`src/rtl/cpu_sequencer_if.sv`:
```
// Data-memory request/ready handshake between the CPU sequencer
// and the data memory.
interface cpu_sequencer_if;
  logic       mem_req;
  logic       mem_we;
  logic [7:0] mem_addr;
  logic       mem_ready;

  modport master (
    output mem_req,
    output mem_we,
    output mem_addr,
    input  mem_ready
  );

  modport slave (
    input  mem_req,
    input  mem_we,
    input  mem_addr,
    output mem_ready
  );
endinterface

```
`src/rtl/cpu_sequencer.sv`:
```
// Multi-cycle control sequencer for a small 16-bit-instruction CPU:
// fetch/decode/execute FSM, PC, IR, data-memory handshake, retire count.
module cpu_sequencer (
  input  logic        clk,
  input  logic        rst_n,
  input  logic        start,
  output logic [7:0]  imem_addr,
  input  logic [15:0] imem_rdata,
  input  logic        zero_flag,
  input  logic [7:0]  rs_data,
  output logic [1:0]  rs,
  output logic [1:0]  rt,
  output logic [1:0]  nd,
  output logic [7:0]  imm,
  output logic [2:0]  alucs,
  output logic        selscrB,
  output logic        regdes,
  output logic        memtoreg,
  output logic        regwrite,
  output logic        flagwrite,
  cpu_sequencer_if.master mem,
  output logic        halted,
  output logic [15:0] retired
);

  typedef enum logic [2:0] {
    S_IDLE,
    S_FETCH,
    S_DECODE,
    S_EXEC,
    S_MEM,
    S_WB,
    S_HALT
  } state_t;

  localparam logic [3:0] OP_SUB  = 4'h1;
  localparam logic [3:0] OP_AND  = 4'h2;
  localparam logic [3:0] OP_OR   = 4'h3;
  localparam logic [3:0] OP_ADC  = 4'h4;
  localparam logic [3:0] OP_ADDI = 4'h5;
  localparam logic [3:0] OP_LD   = 4'h6;
  localparam logic [3:0] OP_ST   = 4'h7;
  localparam logic [3:0] OP_BEQZ = 4'h8;
  localparam logic [3:0] OP_JMP  = 4'h9;
  localparam logic [3:0] OP_HALT = 4'hF;

  state_t      state;
  state_t      state_nxt;
  logic [7:0]  pc;
  logic [15:0] ir;
  logic [7:0]  maddr;
  logic [3:0]  op;
  logic [3:0]  dop;
  logic        is_alu;
  logic        dec_mem;
  logic        done;
  logic        take;
  logic        launch;

  assign op      = ir[15:12];
  assign dop     = imem_rdata[15:12];
  assign dec_mem = (dop == OP_LD) || (dop == OP_ST);
  assign is_alu  = (op <= OP_ADC);

  assign imem_addr    = pc;
  assign rs           = ir[11:10];
  assign rt           = ir[9:8];
  assign imm          = ir[7:0];
  assign nd           = regdes ? ir[7:6] : ir[9:8];
  assign halted       = (state == S_HALT);
  assign mem.mem_addr = maddr;

  // An instruction completes when it leaves EXEC, WB, or MEM as a store.
  assign done = (state == S_EXEC)
              | (state == S_WB)
              | ((state == S_MEM) && mem.mem_ready && (op == OP_ST));

  assign take = (state == S_EXEC)
              && ((op == OP_JMP) || ((op == OP_BEQZ) && zero_flag));

  assign launch = ((state == S_IDLE) || (state == S_HALT)) && start;

  always_comb begin
    state_nxt = state;
    unique case (state)
      S_IDLE:   if (start) state_nxt = S_FETCH;
      S_HALT:   if (start) state_nxt = S_FETCH;
      S_FETCH:  state_nxt = S_DECODE;
      S_DECODE: state_nxt = dec_mem ? S_MEM : S_EXEC;
      S_EXEC:   state_nxt = (op == OP_HALT) ? S_HALT : S_FETCH;
      S_MEM: begin
        if (mem.mem_ready)
          state_nxt = (op == OP_LD) ? S_WB : S_FETCH;
      end
      S_WB:     state_nxt = S_FETCH;
      default:  state_nxt = S_IDLE;
    endcase
  end

  always_comb begin
    alucs       = 3'b000;
    selscrB     = 1'b0;
    regdes      = 1'b0;
    memtoreg    = 1'b0;
    regwrite    = 1'b0;
    flagwrite   = 1'b0;
    mem.mem_req = 1'b0;
    mem.mem_we  = 1'b0;
    unique case (state)
      S_EXEC: begin
        if (is_alu) begin
          regwrite  = 1'b1;
          flagwrite = 1'b1;
          regdes    = 1'b1;
        end
        if (op == OP_ADDI) begin
          regwrite  = 1'b1;
          flagwrite = 1'b1;
          selscrB   = 1'b1;
        end
        unique case (1'b1)
          (op == OP_SUB): alucs = 3'b001;
          (op == OP_AND): alucs = 3'b010;
          (op == OP_OR):  alucs = 3'b011;
          (op == OP_ADC): alucs = 3'b100;
          default:        alucs = 3'b000;
        endcase
      end
      S_MEM: begin
        mem.mem_req = 1'b1;
        mem.mem_we  = (op == OP_ST);
      end
      S_WB: begin
        regwrite = 1'b1;
        memtoreg = 1'b1;
      end
      default: ;
    endcase
  end

  always_ff @(posedge clk or negedge rst_n) begin
    if (!rst_n) begin
      state   <= S_IDLE;
      pc      <= 8'h00;
      ir      <= 16'h0000;
      maddr   <= 8'h00;
      retired <= 16'h0000;
    end else begin
      state <= state_nxt;
      // The ROM word is valid during DECODE; the address uses it directly.
      if (state == S_DECODE) begin
        ir <= imem_rdata;
        if (dec_mem)
          maddr <= rs_data + imem_rdata[7:0];
      end
      if (launch)
        pc <= 8'h00;
      else if (done && !((state == S_EXEC) && (op == OP_HALT)))
        pc <= take ? ir[7:0] : pc + 8'd1;
      if (done && (retired != 16'hFFFF))
        retired <= retired + 16'd1;
    end
  end

endmodule
```
`src/flat_wrapper.sv`:
```
// flat-port wrapper written by rule: the top's interface ports become plain ports
module cpu_sequencer_flat 
  (clk, rst_n, start, imem_addr, imem_rdata, zero_flag, rs_data, rs, rt, nd, imm, alucs, selscrB, regdes, memtoreg, regwrite, flagwrite, halted, retired, mem_mem_req, mem_mem_we, mem_mem_addr, mem_mem_ready);
  cpu_sequencer_if mem_i ();
  input  logic clk;
  input  logic rst_n;
  input  logic start;
  output logic [7:0] imem_addr;
  input  logic [15:0] imem_rdata;
  input  logic zero_flag;
  input  logic [7:0] rs_data;
  output logic [1:0] rs;
  output logic [1:0] rt;
  output logic [1:0] nd;
  output logic [7:0] imm;
  output logic [2:0] alucs;
  output logic selscrB;
  output logic regdes;
  output logic memtoreg;
  output logic regwrite;
  output logic flagwrite;
  output logic halted;
  output logic [15:0] retired;
  output wire logic [$bits(mem_i.mem_req)-1:0] mem_mem_req;
  output wire logic [$bits(mem_i.mem_we)-1:0] mem_mem_we;
  output wire logic [$bits(mem_i.mem_addr)-1:0] mem_mem_addr;
  input wire logic [$bits(mem_i.mem_ready)-1:0] mem_mem_ready;
  assign mem_mem_req = mem_i.mem_req;
  assign mem_mem_we = mem_i.mem_we;
  assign mem_mem_addr = mem_i.mem_addr;
  assign mem_i.mem_ready = mem_mem_ready;
  cpu_sequencer u_core (.clk(clk), .rst_n(rst_n), .start(start), .imem_addr(imem_addr), .imem_rdata(imem_rdata), .zero_flag(zero_flag), .rs_data(rs_data), .rs(rs), .rt(rt), .nd(nd), .imm(imm), .alucs(alucs), .selscrB(selscrB), .regdes(regdes), .memtoreg(memtoreg), .regwrite(regwrite), .flagwrite(flagwrite), .mem(mem_i), .halted(halted), .retired(retired));
endmodule
```
`config.mk`:
```
export PLATFORM = sky130hd
export DESIGN_NAME = cpu_sequencer_flat
export DESIGN_NICKNAME = d
export VERILOG_FILES = /design/src/rtl/cpu_sequencer_if.sv /design/src/rtl/cpu_sequencer.sv /design/src/flat_wrapper.sv
export SDC_FILE = /design/constraint.sdc
export NUM_CORES = 1
export LEC_CHECK = 0
export ABC_AREA = 0
export CAP_MARGIN = 20
export CORE_MARGIN = 10
export CORE_UTILIZATION = 35
export CTS_CLUSTER_DIAMETER = 150
export DETAILED_ROUTE_END_ITERATION = 16
export DONT_BUFFER_PORTS = 1
export PLACE_DENSITY = 0.55
export SYNTH_ARGS = -nofsm -noshare
export SYNTH_HDL_FRONTEND = slang
export SYNTH_SLANG_ARGS = --single-unit
export TNS_END_PERCENT = 50
```
`constraint.sdc`:
```
create_clock -name clk -period 3.9 [get_ports clk]
set_input_delay 0.195 -clock clk [delete_from_list [all_inputs] [get_ports clk]]
set_output_delay 0.195 -clock clk [all_outputs]
set_load 0.01 [all_outputs]
```
* Yosys cells after proc, flatten, opt, wreduce, memory -nomap -nowiden
Index checks and enable logic that the tools add are counted.
** Word-level totals
- Register bits after elaboration :: 51
- Input port bits :: 29
- Output and inout port bits :: 57
- Word-level logic and storage cells :: 71
** Operators by class
- $add $sub $neg :: 3
- Magnitude comparators :: 1
- Equality and inequality tests :: 21
- Mux-type cells :: 22
- Bitwise gates (word level) :: 2
- Reductions and logical operators :: 17
** Operators with widths (count)
- $eq A4 B3 Y1 const B :: 6
- $mux W8 :: 3
- $mux W3 :: 6
- $pmux W3 S6 :: 1
- $add A16 B1 Y16 const B :: 1
- $ne A16 B16 Y1 const B :: 1
- $eq A4 B4 Y1 const B :: 3
- $pmux W3 S4 :: 1
- $eq A3 B3 Y1 const B :: 3
- $mux W1 :: 9
- $add A8 B1 Y8 const B :: 1
- $add A8 B8 Y8 :: 1
- $eq A4 B2 Y1 const B :: 2
- $logic_and A1 B1 Y1 :: 8
- $eq A3 B2 Y1 const B :: 2
- $eq A4 B1 Y1 const B :: 1
- $le A4 B3 Y1 const B :: 1
- $reduce_and A2 Y1 :: 2
- $eq A3 B1 Y1 const B :: 1
- $logic_not A3 Y1 :: 1
- $logic_or A1 B1 Y1 :: 3
- $mux W2 :: 1
- $ne A2 B1 Y1 const B :: 1
- $ne A2 B2 Y1 const B :: 1
- other kinds (5) :: 6

* Depth between registers and ports, before layout
Gate-level depths: netlist of run 1.
- Depth in word-level cells :: 7
- Depth in mapped cells :: 8
- Mapped depth without buffers :: 8

* Worst setup path after synthesis of run 1
Ideal clock, no wire load.
- Path type :: register -> register
- From :: register u_core.ir[14]
- To :: register u_core.pc[6] (netlist: u_core.imem_addr[6])
- Library setup time :: 118 ps
- Arrival time :: 1584 ps
- Required time :: 3782 ps
- Slack :: 2198 ps
- Stages on the path, launching flop included :: 8
- Buffers on the path :: 2
- Cells stage by stage :: dfrtp_1 buf_2 nand2b_1 or4_1 clkbuf_1 o211ai_1 a31oi_1 a21o_1
** Between the ends
- Word-level cells in the longest chain between the ends :: 7
** RTL lines
- from (decl) :: RTL line cpu_sequencer.sv:50 : logic [15:0] ir;
- from (signal assigned) :: RTL line cpu_sequencer.sv:152 : ir <= imem_rdata;
- $eq A4 B4 Y1 :: RTL line cpu_sequencer.sv:79 : && ((op == OP_JMP) || ((op == OP_BEQZ) && zero_flag));
- $logic_and A1 B1 Y1 :: RTL line cpu_sequencer.sv:79
- $logic_or A1 B1 Y1 :: RTL line cpu_sequencer.sv:79
- $logic_and A1 B1 Y1 :: RTL line cpu_sequencer.sv:79
- $mux W8 :: RTL line cpu_sequencer.sv:159 : pc <= take ? ir[7:0] : pc + 8'd1;
- $mux W8 :: RTL line cpu_sequencer.sv:158 : else if (done && !((state == S_EXEC) && (op == OP_HALT)))
- $mux W8 :: RTL line cpu_sequencer.sv:156 : if (launch)
- to (signal assigned) :: RTL line cpu_sequencer.sv:159
- to (decl) :: RTL line cpu_sequencer.sv:49 : logic [7:0] pc;
Several ways; a longest one is shown, not always the timed one. The select of a mux whose other input is x is not followed.
A chain may end at the register's enable or synchronous reset.

* Worst setup path after layout of run 1
- From :: register u_core.state[1]
- To :: output port regwrite
** Between the ends
- Word-level cells in the longest chain between the ends :: 2
** RTL lines
- from (decl) :: RTL line cpu_sequencer.sv:47 : state_t state;
- from (signal assigned) :: RTL line cpu_sequencer.sv:149 : state <= state_nxt;
- $eq A3 B3 Y1 / $eq A3 B2 Y1 (equally long branches) :: RTL line cpu_sequencer.sv:109 : unique case (state)
- $pmux W1 S2 * :: RTL line cpu_sequencer.sv:109
- to (decl) :: RTL line flat_wrapper.sv:20 : output logic regwrite;
Every way passes the cells marked *; elsewhere a longest branch is shown, timed or not.

==> results of run 1 <==
critical path, delay by kind of cell (launching register included):
| family | cells | cell delay, ps |
|---|---|---|
| simple gates | 3 | 810 |
| compound gates | 1 | 270 |
| flops | 1 | 600 |
power groups by stage:
stage / combinational, mW / clock (mW) / sequential [mW]
after global placement: 0.690 / 0 / 1.13
after CTS: 0.723 / 0.404 / 1.12
final: 0.709 / 0.381 / 1.10
after floorplan: 0.792 / 0 / 0.918
after detailed placement: 0.703 / 0 / 1.13
after global routing: 0.809 / 0.425 / 1.16
sequential cells by signal, summed over array words and instances (netlist names):
name                 count
u_core.imem_addr         8
u_core.state             3
u_core.ir               16
u_core.retired          16
u_core.mem.mem_addr      8
per-layer routing:
layer	share of wire	wire length [um]	vias to the layer above	global-route usage
met3	0.12	867	2	0.0649
met4	0.0044	32	0	0.0228
met1	0.40	2930	1020	0.132
met2	0.48	3490	60	0.190
li1	-	-	1023	-
met5	0	0	-	0
per-stage QoR:
| stage | setup slack, ps | power (mW) |
|---|---|---|
| 5_1_grt | 1560 | 2.39 |
| 2_1_floorplan | 2200 | 1.71 |
| 4_1_cts | 1500 | 2.25 |
| 3_5_place_dp | 1530 | 1.83 |
| 6_report | 1730 | 2.19 |
| 3_3_place_gp | 1570 | 1.82 |
kinds of logic (layout without fill, tap and decap cells):
logic type | after synthesis | count (layout)
multiplexers | 21 | 21
buffers and inverters | 32 | 19
flip-flops | 51 | 51
AND/OR/NAND/NOR | 107 | 107
XOR/XNOR | 21 | 21
adder cells (fa/ha/maj) | 10 | 10
AO/OA/AOI/OAI | 56 | 56
timing repair:
item | CTS | global route
hold endpoints to repair | 51 | 0
endpoints found under the setup margin | 0 | 0
hold buffers | 2 | 0
area by class of cell:
cell class | instances | area [um2]
multi-input combinational | 215 | 1500
tap | 105 | 131
clock inverter | 2 | 35.0
inverter | 7 | 26.3
fill | 811 | 5110
sequential | 51 | 1280
clock buffer | 6 | 82.6
timing repair buffer | 4 | 52.6
worst max path at each step:
stage / from / end / slack (ps) / depth (start not counted)
after global placement: u_core.state[1]$_DFFE_PN0P_ / u_core.imem_addr[6]$_DFFE_PN0P_ / 1570 / 5
after floorplan: u_core.ir[14]$_DFFE_PN0N_ / u_core.imem_addr[6]$_DFFE_PN0P_ / 2200 / 7
after detailed placement: u_core.state[1]$_DFFE_PN0P_ / u_core.imem_addr[6]$_DFFE_PN0P_ / 1530 / 5
final: u_core.state[1]$_DFFE_PN0P_ / regwrite / 1730 / 4
after global routing: u_core.state[1]$_DFFE_PN0P_ / regwrite / 1560 / 4
after CTS: u_core.state[1]$_DFFE_PN0P_ / u_core.imem_addr[6]$_DFFE_PN0P_ / 1500 / 5
cells in the final DEF, fill, tap and decap left out, types with 2 or more instances in the layout:
| cell type | instances |
|---|---|
| dfrtp_1 | 51 |
| nand2_1 | 32 |
| mux2_2 | 20 |
| o21ai_0 | 16 |
| nor2_1 | 15 |
| xor2_1 | 13 |
| a21o_1 | 11 |
| nand3_1 | 10 |
| ha_1 | 9 |
| xnor2_1 | 8 |
| a31oi_1 | 8 |
| inv_1 | 7 |
| nor3b_1 | 6 |
| a21oi_1 | 6 |
| nor3_1 | 6 |
| nand4_1 | 6 |
| clkbuf_8 | 6 |
| nand3b_1 | 5 |
| nand2b_1 | 4 |
| or3_1 | 4 |
| or2_2 | 3 |
| nor4_2 | 3 |
| a211oi_1 | 3 |
| or4_1 | 2 |
| and3_1 | 2 |
| o22ai_1 | 2 |
| nor2_2 | 2 |
| buf_4 | 2 |
==> flow_metrics.tcl, run 1 <==
set metrics [dict create \
    drt_iter0_drc 144 \
    synth_area_leader_cell "dfrtp_1" \
    power_frac_comb 0.323 \
    end_kind "primary output" \
    critPathMaxStageDelay_ps 600 \
    path_class "reg2out" \
    gp_congestion 0.745 \
    synth_commonest_cells "51 x dfrtp_1, 32 x nand2_1, 20 x mux2_2, 16 x o21ai_0, 15 x nor2_1" \
    die-height_um 112 \
    fin_worst_skew_ps 7.48 \
    ys_ff_latch 51 \
    sw_frac_of_total 0.415 \
    grt_usage 0.117 \
    wl_per_cell_um 18.8 \
    vias 2105 \
    dpl.hpwl_um 5640 \
    grt_pass1_wl_um 12200 \
    hold_start "imem_rdata[1]" \
    hold_viol 0 \
    syn-instance-count 298 \
    yosysWarnings 0 \
    synth-xor-area-share 0.0622 \
    rrSetupSlack_ps 1840 \
    async_flop_share 1.00 \
    synth-adder-area-share 0.0448 \
    power_switching_uw 910 \
    wirelength_um 7320 \
    min_path_type "in2reg" \
    cpMostUsedCell "or2_2" \
    synthDistinctLibCells 48 \
    synth_top_area_frac 0.431 \
    setup_tns_ps 0 \
    p_int_mw 1.28 \
    clkSinkCount 51 \
    worstSkewPairLatency_ps 290 \
    synth_top_family_by_area "simple AND/OR/NAND/NOR gates" \
    clk_pin_slew_ps 90 \
    drc 0 \
    antenna_found_initial 0 \
    drv_cap 0 \
    synth_area_leaders "dfrtp_1 43%, mux2_2 7.6%, nand2_1 4.1%, xor2_1 3.8%, ha_1 3.8%" \
    grt_max_degree 52 \
    muxShareOfSynthArea 0.0795 \
    clkPwrFrac 0.174 \
    ys.flop_type "dfrtp_1" \
    firstDrtPassIters 4 \
    drv_slew 0 \
    min_path_cells 1 \
    dieArea_um2 12500 \
    synth_most_common_cell "dfrtp_1" \
    r2r-start "u_core.state[1]$_DFFE_PN0P_" \
    rows 33 \
    ant_nets 0 \
    final_design_area_no_fill_um2 3110 \
    place_inst 379 \
    peakVddDrop_v 0.000276 \
    critPathSlowestCell "dfrtp_1" \
    final_util 0.378 \
    cp_data_arrival_time_ps 1970 \
    viasPerCell 5.40 \
    core_um2 8220 \
    final_nets 323 \
    fmax_ghz 0.461 \
    r2r_cells 5 \
    fin_crit_sh 0.556 \
    setup_viol 0 \
    cts_buffer_depth 2 \
    ys_seq_area_frac 0.431 \
    drive_gt1_frac 0.147 \
    p_seq_frac 0.503 \
    cts_resized 0 \
    reg2reg_to "u_core.imem_addr[6]$_DFFE_PN0P_" \
    relSlewSlack 0.596 \
    dpl_cell_area_um2 2940 \
    holdPathEnd "u_core.ir[1]$_DFFE_PN0N_" \
    grt_overflow 0 \
    startpoint_type "flip-flop" \
    cts_tree "yes" \
    areaGrowthSynthToFinish_pct 4.95 \
    synth_edf_count 0 \
    synth_compound_area_frac 0.121 \
    io_buffers 0 \
    cts_root_buffer "clkbuf_8" \
    htreeDepth 2 \
    fin_crit_ps 2170 \
    rsz0062_at_grt "false" \
    syn_area_um2 2960 \
    io-pin-count 86 \
    final_cells 390 \
    initial_core_util 0.360 \
    die_x_um 112 \
    synthSimpleGateAreaFrac 0.200 \
    worst-path-max-fanout 15 \
    total_leakage_power_nw 1.34 \
    powerDensity_nw_per_um2 706 \
    synth_nets 337 \
    diodes 0 \
    hold_slack_ps 41.5 \
    required_ps 3700 \
    cts_buffers 5 \
    path_cells "nand3b_1, or2_2, a21oi_1, or2_2" \
    status "completed" \
    cts_setup_buffers 0 \
    syn_avg_cell_area_um2 9.93 \
    tightest_slew_ps 606 \
    grt_pass1_vias 2243 \
]
Power figures use the tool's default switching activity.
==> run 2, diff against run 1 <==
--- a/config.mk
+++ b/config.mk
@@ -5,7 +5,7 @@
 export SDC_FILE = /design/constraint.sdc
 export NUM_CORES = 1
 export LEC_CHECK = 0
-export ABC_AREA = 0
+export ABC_AREA = 1
 export CAP_MARGIN = 20
 export CORE_MARGIN = 10
 export CORE_UTILIZATION = 35
==> constraint.sdc (replaced) <==
create_clock -name clk -period 2.23 [get_ports clk]
set_input_delay 0.1115 -clock clk [delete_from_list [all_inputs] [get_ports clk]]
set_output_delay 0.1115 -clock clk [all_outputs]
set_load 0.01 [all_outputs]
==> flow_metrics.tcl, run 2 <==
set metrics [dict create \
    io_buffers 0 \
    synth-xor-area-share 0.0483 \
    startpoint_type "flip-flop" \
    synth_top_family_by_area "simple AND/OR/NAND/NOR gates" \
    critPathCapture "nd[1]" \
    grt_overflow 0 \
    ant_nets 0 \
    htreeDepth 2 \
    worstSkewPairLatency_ps 300 \
    fin_crit_sh 0.852 \
    drive_gt1_frac 0.0511 \
    syn_area_um2 3260 \
    worst-path-max-fanout 8 \
    total_leakage_power_nw 1.81 \
    final_nets 508 \
    clkSinkCount 51 \
    rrSetupSlack_ps 470 \
    required_ps 2120 \
    peakVddDrop_v 0.000502 \
    cts_tree "yes" \
    reg2reg_to "u_core.imem_addr[4]$_DFFE_PN0P_" \
    grt_max_degree 52 \
    fin_worst_skew_ps 4.71 \
    synth_edf_count 0 \
    synthDistinctLibCells 27 \
    final_cells 581 \
    setup_ws_ps 330 \
    async_flop_share 1.00 \
    setup_tns_ps 0 \
    syn_avg_cell_area_um2 7.04 \
    final_util 0.391 \
    die_x_um 117 \
    synth_commonest_cells "191 x nand2_1, 51 x dfrtp_1, 44 x inv_1, 39 x nand3_1, 34 x nor2_1" \
    synth_nets 502 \
    diodes 0 \
    die-height_um 117 \
    rows 35 \
    ys.flop_type "dfrtp_1" \
    synth_compound_area_frac 0.0541 \
    grt_pass1_wl_um 14700 \
    viasPerCell 4.90 \
    path_class "reg2out" \
    dpl_cell_area_um2 3270 \
    wl_per_cell_um 15.0 \
    drc 0 \
    status "completed" \
    hold_viol 0 \
    synthSimpleGateAreaFrac 0.367 \
    core_um2 9150 \
    yosysWarnings 0 \
    grt_usage 0.133 \
    antenna_found_initial 0 \
    drv_slew 0 \
    crit_start "u_core.state[1]$_DFFE_PN0P_" \
    cts_buffers 5 \
    ys_seq_area_frac 0.391 \
    dieArea_um2 13600 \
    rsz0062_at_grt "false" \
    relSlewSlack 0.583 \
    min_path_type "in2reg" \
    muxShareOfSynthArea 0 \
    hold_slack_ps 25.8 \
    fin_crit_ps 1900 \
    powerDensity_nw_per_um2 1060 \
    tightest_slew_ps 623 \
    end_kind "primary output" \
    dp_slack_ps 494 \
    cts_root_buffer "clkbuf_8" \
    final_common_cell "nand2_1" \
    cts_buffer_depth 2 \
    syn-instance-count 463 \
    synth_area_leaders "dfrtp_1 39%, nand2_1 22%, nand3_1 6.0%, inv_1 5.1%, nor2_1 3.9%" \
    gp_congestion 0.912 \
    initial_core_util 0.356 \
    drt_iter0_drc 182 \
    clk_pin_slew_ps 100 \
    synth-adder-area-share 0.0407 \
    areaGrowthSynthToFinish_pct 9.63 \
    fmax_ghz 0.526 \
    r2r_cells 7 \
    firstDrtPassIters 4 \
    total_power_mw 3.79 \
    wirelength_um 8740 \
    place_inst 556 \
    ys_ff_latch 51 \
    synth_top_area_frac 0.391 \
    top_regs "u_core.ir x16, u_core.retired x16" \
    grt_pass1_vias 2910 \
    synth_area_leader_cell "dfrtp_1" \
    final_design_area_no_fill_um2 3570 \
    r2r-start "u_core.state[1]$_DFFE_PN0P_" \
    dpl.hpwl_um 6750 \
    synth_most_common_cell "nand2_1" \
    final_cell_mix "191 x nand2_1, 51 x dfrtp_1, 44 x inv_1" \
    vias 2844 \
    setup_viol 0 \
    io-pin-count 86 \
    cp_data_arrival_time_ps 1790 \
    drv_cap 0 \
]
[run 2: cell types whose count changed after synthesis, moves of 6 or more]
cell     previous run  this run
a21o_1             11         0
nand2_1            32       191
xor2_1             13         7
mux2_2             20         0
nor2_1             15        34
inv_1               7        44
nand3_1            10        39
nor3b_1             6         0
a31oi_1             8         0
[run 2: cell families after synthesis]
logic type / Yosys count
adders and majority gates: 10
xor gates and xnor gates: 18
AOI/OAI and AO/OA: 32
buffers and inverters: 66
DFF: 51
and+or+nand+nor: 286
[run 2: worst min path at each step]
stage | start | end | depth (start not counted)
2_1_floorplan | rst_n | u_core.imem_addr[0]$_DFFE_PN0P_ | 0
3_3_place_gp | rst_n | u_core.ir[11]$_DFFE_PN0N_ | 0
6_report | imem_rdata[1] | u_core.ir[1]$_DFFE_PN0N_ | 2
5_1_grt | imem_rdata[1] | u_core.ir[1]$_DFFE_PN0N_ | 2
4_1_cts | rs_data[0] | u_core.mem.mem_addr[0]$_DFFE_PN0P_ | 3
3_5_place_dp | rst_n | u_core.ir[8]$_DFFE_PN0N_ | 0
[run 2: power by group]
part           internal [mW]  switching (mW)
sequential              1.23           0.533
combinational          0.454           0.895
clock                  0.364           0.316
[run 2: what timing repair did]
| item | in CTS | in global routing |
|---|---|---|
| gates resized for setup | 0 | 0 |
| hold buffers | 17 | 0 |
| setup buffers | 0 | 0 |
| endpoints found under the hold margin | 66 | 0 |
[run 2: area by class of cell]
| cell class | count | area [um2] |
|---|---|---|
| repair buffers | 20 | 210 |
| well taps | 111 | 139 |
| clock inverters | 2 | 35.0 |
| multi-input cells | 346 | 1660 |
| fillers | 953 | 5580 |
| inverters | 45 | 169 |
| flip-flops and latches | 51 | 1280 |
| clock buffers | 6 | 82.6 |
[run 2: worst max-delay path, stage by stage (launching register included)]
cell and delay, ps:
dfrtp_1 530, nand2_4 110, nor2_4 140, nand3_1 240, o21ai_0 460
[run 2: per-layer routing]
metal  track usage  share of wire  wire (um)  vias to the layer above
met4        0.0392          0.019        165                        0
met5             0              0          0                        -
li1              -              -          -                     1454
met1         0.168           0.45       3930                     1297
met3        0.0524          0.095        834                       10
met2         0.206           0.44       3810                       83
==> run 3, diff against run 2 <==
--- a/config.mk
+++ b/config.mk
@@ -5,7 +5,6 @@
 export SDC_FILE = /design/constraint.sdc
 export NUM_CORES = 1
 export LEC_CHECK = 0
-export ABC_AREA = 1
 export CAP_MARGIN = 20
 export CORE_MARGIN = 10
 export CORE_UTILIZATION = 35
==> flow_metrics.tcl, run 3 (same netlist as run 1, synthesis figures left out) <==
set metrics [dict create \
    cpMostUsedCell "or2_2" \
    clk_pin_slew_ps 100 \
    critPathSlowestCell "dfrtp_1" \
    gp_congestion 0.755 \
    setup_ws_ps 166 \
    power_frac_comb 0.348 \
    drv_cap 0 \
    firstDrtPassIters 4 \
    cts_buffer_depth 2 \
    status "completed" \
    fin_worst_skew_ps 6.04 \
    multi_input_area_um2 1500 \
    total_leakage_power_nw 1.44 \
    io_buffers 0 \
    grt_pass1_vias 2383 \
    grt_overflow 0 \
    p_seq_frac 0.481 \
    antenna_found_initial 0 \
    rsz0062_at_grt "false" \
    end_kind "primary output" \
    htreeDepth 2 \
    cts_buffers 5 \
    drc 0 \
    hold_slack_ps 77.5 \
    die-height_um 112 \
    io-pin-count 86 \
    drv_slew 0 \
    path_class "reg2out" \
    min_path_cells 2 \
    clkSinkCount 51 \
    powerDensity_nw_per_um2 1190 \
    viasPerCell 5.39 \
    r2r_cells 5 \
    sw_frac_of_total 0.416 \
    grt_max_degree 52 \
    core_um2 8220 \
    worstSkewPairLatency_ps 300 \
    startpoint_type "flip-flop" \
    power_switching_mw 1.65 \
    die_x_um 112 \
    cts_tree "yes" \
    wl_per_cell_um 19.1 \
    hold_viol 0 \
    fmax_ghz 0.485 \
    fin_crit_ps 2060 \
    peakVddDrop_v 0.000504 \
    drive_gt1_frac 0.156 \
    initial_core_util 0.360 \
    grt_usage 0.126 \
    fin_crit_sh 0.926 \
    cts_root_buffer "clkbuf_8" \
    p_int_mw 2.31 \
    final_nets 345 \
    critPathMaxStageDelay_ps 500 \
    clkPwrFrac 0.171 \
    vias 2220 \
    final_cells 412 \
    diodes 0 \
    worst-path-max-fanout 11 \
    final_util 0.403 \
    grt_pass1_wl_um 13200 \
    register_area_um2 1280 \
    areaGrowthSynthToFinish_pct 12.0 \
    drt_iter0_drc 102 \
    cp_data_arrival_time_ps 1950 \
    setup_tns_ps 0 \
    dieArea_um2 12500 \
    top_regs "u_core.ir x16, u_core.retired x16" \
    dp_slack_ps 203 \
    path_cells "nand3b_1, or2_2, a21oi_1, or2_2" \
    required_ps 2120 \
    setup_viol 0 \
    final_cell_mix "50 x dfrtp_1, 32 x nand2_1, 20 x mux2_2" \
    final_common_cell "dfrtp_1" \
    fillers 808 \
    min_path_type "in2reg" \
    rows 33 \
    relSlewSlack 0.585 \
    wirelength_um 7880 \
    tightest_slew_ps 622 \
    place_inst 385 \
    dpl.hpwl_um 5810 \
    ant_nets 0 \
]
## run 3: changes by cell type in the layout (fill, tap and decap cells not counted), sizes merged, moves of 4 or more
cell / delta
a21o: +11
a31oi: +8
buf: +4
inv: -38
mux2: +20
nand2: -163
nand2b: +4
nand3: -29
nor2: -22
nor3b: +7
o21ai: -7
or3: +4
xor2: +6
## run 3: repair_timing
| item | 4_1_cts | 5_1_grt |
|---|---|---|
| setup endpoints to repair | 0 | 1 |
| resized for setup | 0 | 1 |
| hold buffers | 19 | 0 |
| buffers inserted | 0 | 0 |
| hold endpoints to repair | 68 | 0 |
## run 3: worst paths after layout
path	to	slack, ps	from
min reg2reg	u_core.retired[7]$_DFFE_PN0P_	570	u_core.retired[7]$_DFFE_PN0P_
max reg2reg	u_core.imem_addr[6]$_DFFE_PN0P_	210	u_core.state[2]$_DFFE_PN0P_
min in group asynchronous	u_core.state[0]$_DFFE_PN0P_	310	rst_n
max in group asynchronous	u_core.ir[6]$_DFFE_PN0N_	1680	rst_n
max	regwrite	170	u_core.state[2]$_DFFE_PN0P_
min	u_core.mem.mem_addr[0]$_DFFE_PN0P_	80	rs_data[0]
## run 3: through the flow
| step | power [mW] | cell area [um2] |
|---|---|---|
| 2_1_floorplan | 2.99 | 2960 |
| 3_3_place_gp | 3.24 | 2990 |
| 3_5_place_dp | 3.28 | 2990 |
| 4_1_cts | 4.03 | 3310 |
| 5_1_grt | 4.30 | 3310 |
| 6_report | 3.96 | 3310 |
## run 3: power groups by stage
stage / sequential (mW) / clock [mW] / combinational, mW
after floorplan: 1.61 / 0 / 1.39
after global placement: 1.93 / 0 / 1.31
after detailed placement: 1.94 / 0 / 1.34
after CTS: 1.92 / 0.714 / 1.40
after global routing: 1.99 / 0.751 / 1.56
final: 1.90 / 0.677 / 1.38
## run 3: worst max-delay path, delay by kind of cell, from the launching register on
kind	cells	cell delay, ps
and+or+nand+nor	3	870
DFF	1	500
AOI/OAI and AO/OA	1	280
## run 3: metal layers
metal / vias to the layer above / track usage / share of wire
met3: 10 / 0.0596 / 0.10
met2: 62 / 0.202 / 0.46
met1: 1078 / 0.148 / 0.43
met4: 0 / 0.0296 / 0.011
li1: 1070 / - / -
met5: - / 0 / 0
## run 3: area by class of cell
class	instances	area share
Sequential cell	51	0.385
Timing Repair Buffer	26	0.0785
Tap cell	105	0.0396
Multi-Input combinational cell	215	0.453
Clock buffer	6	0.0249
Inverter	7	0.00793
Clock inverter	2	0.0106
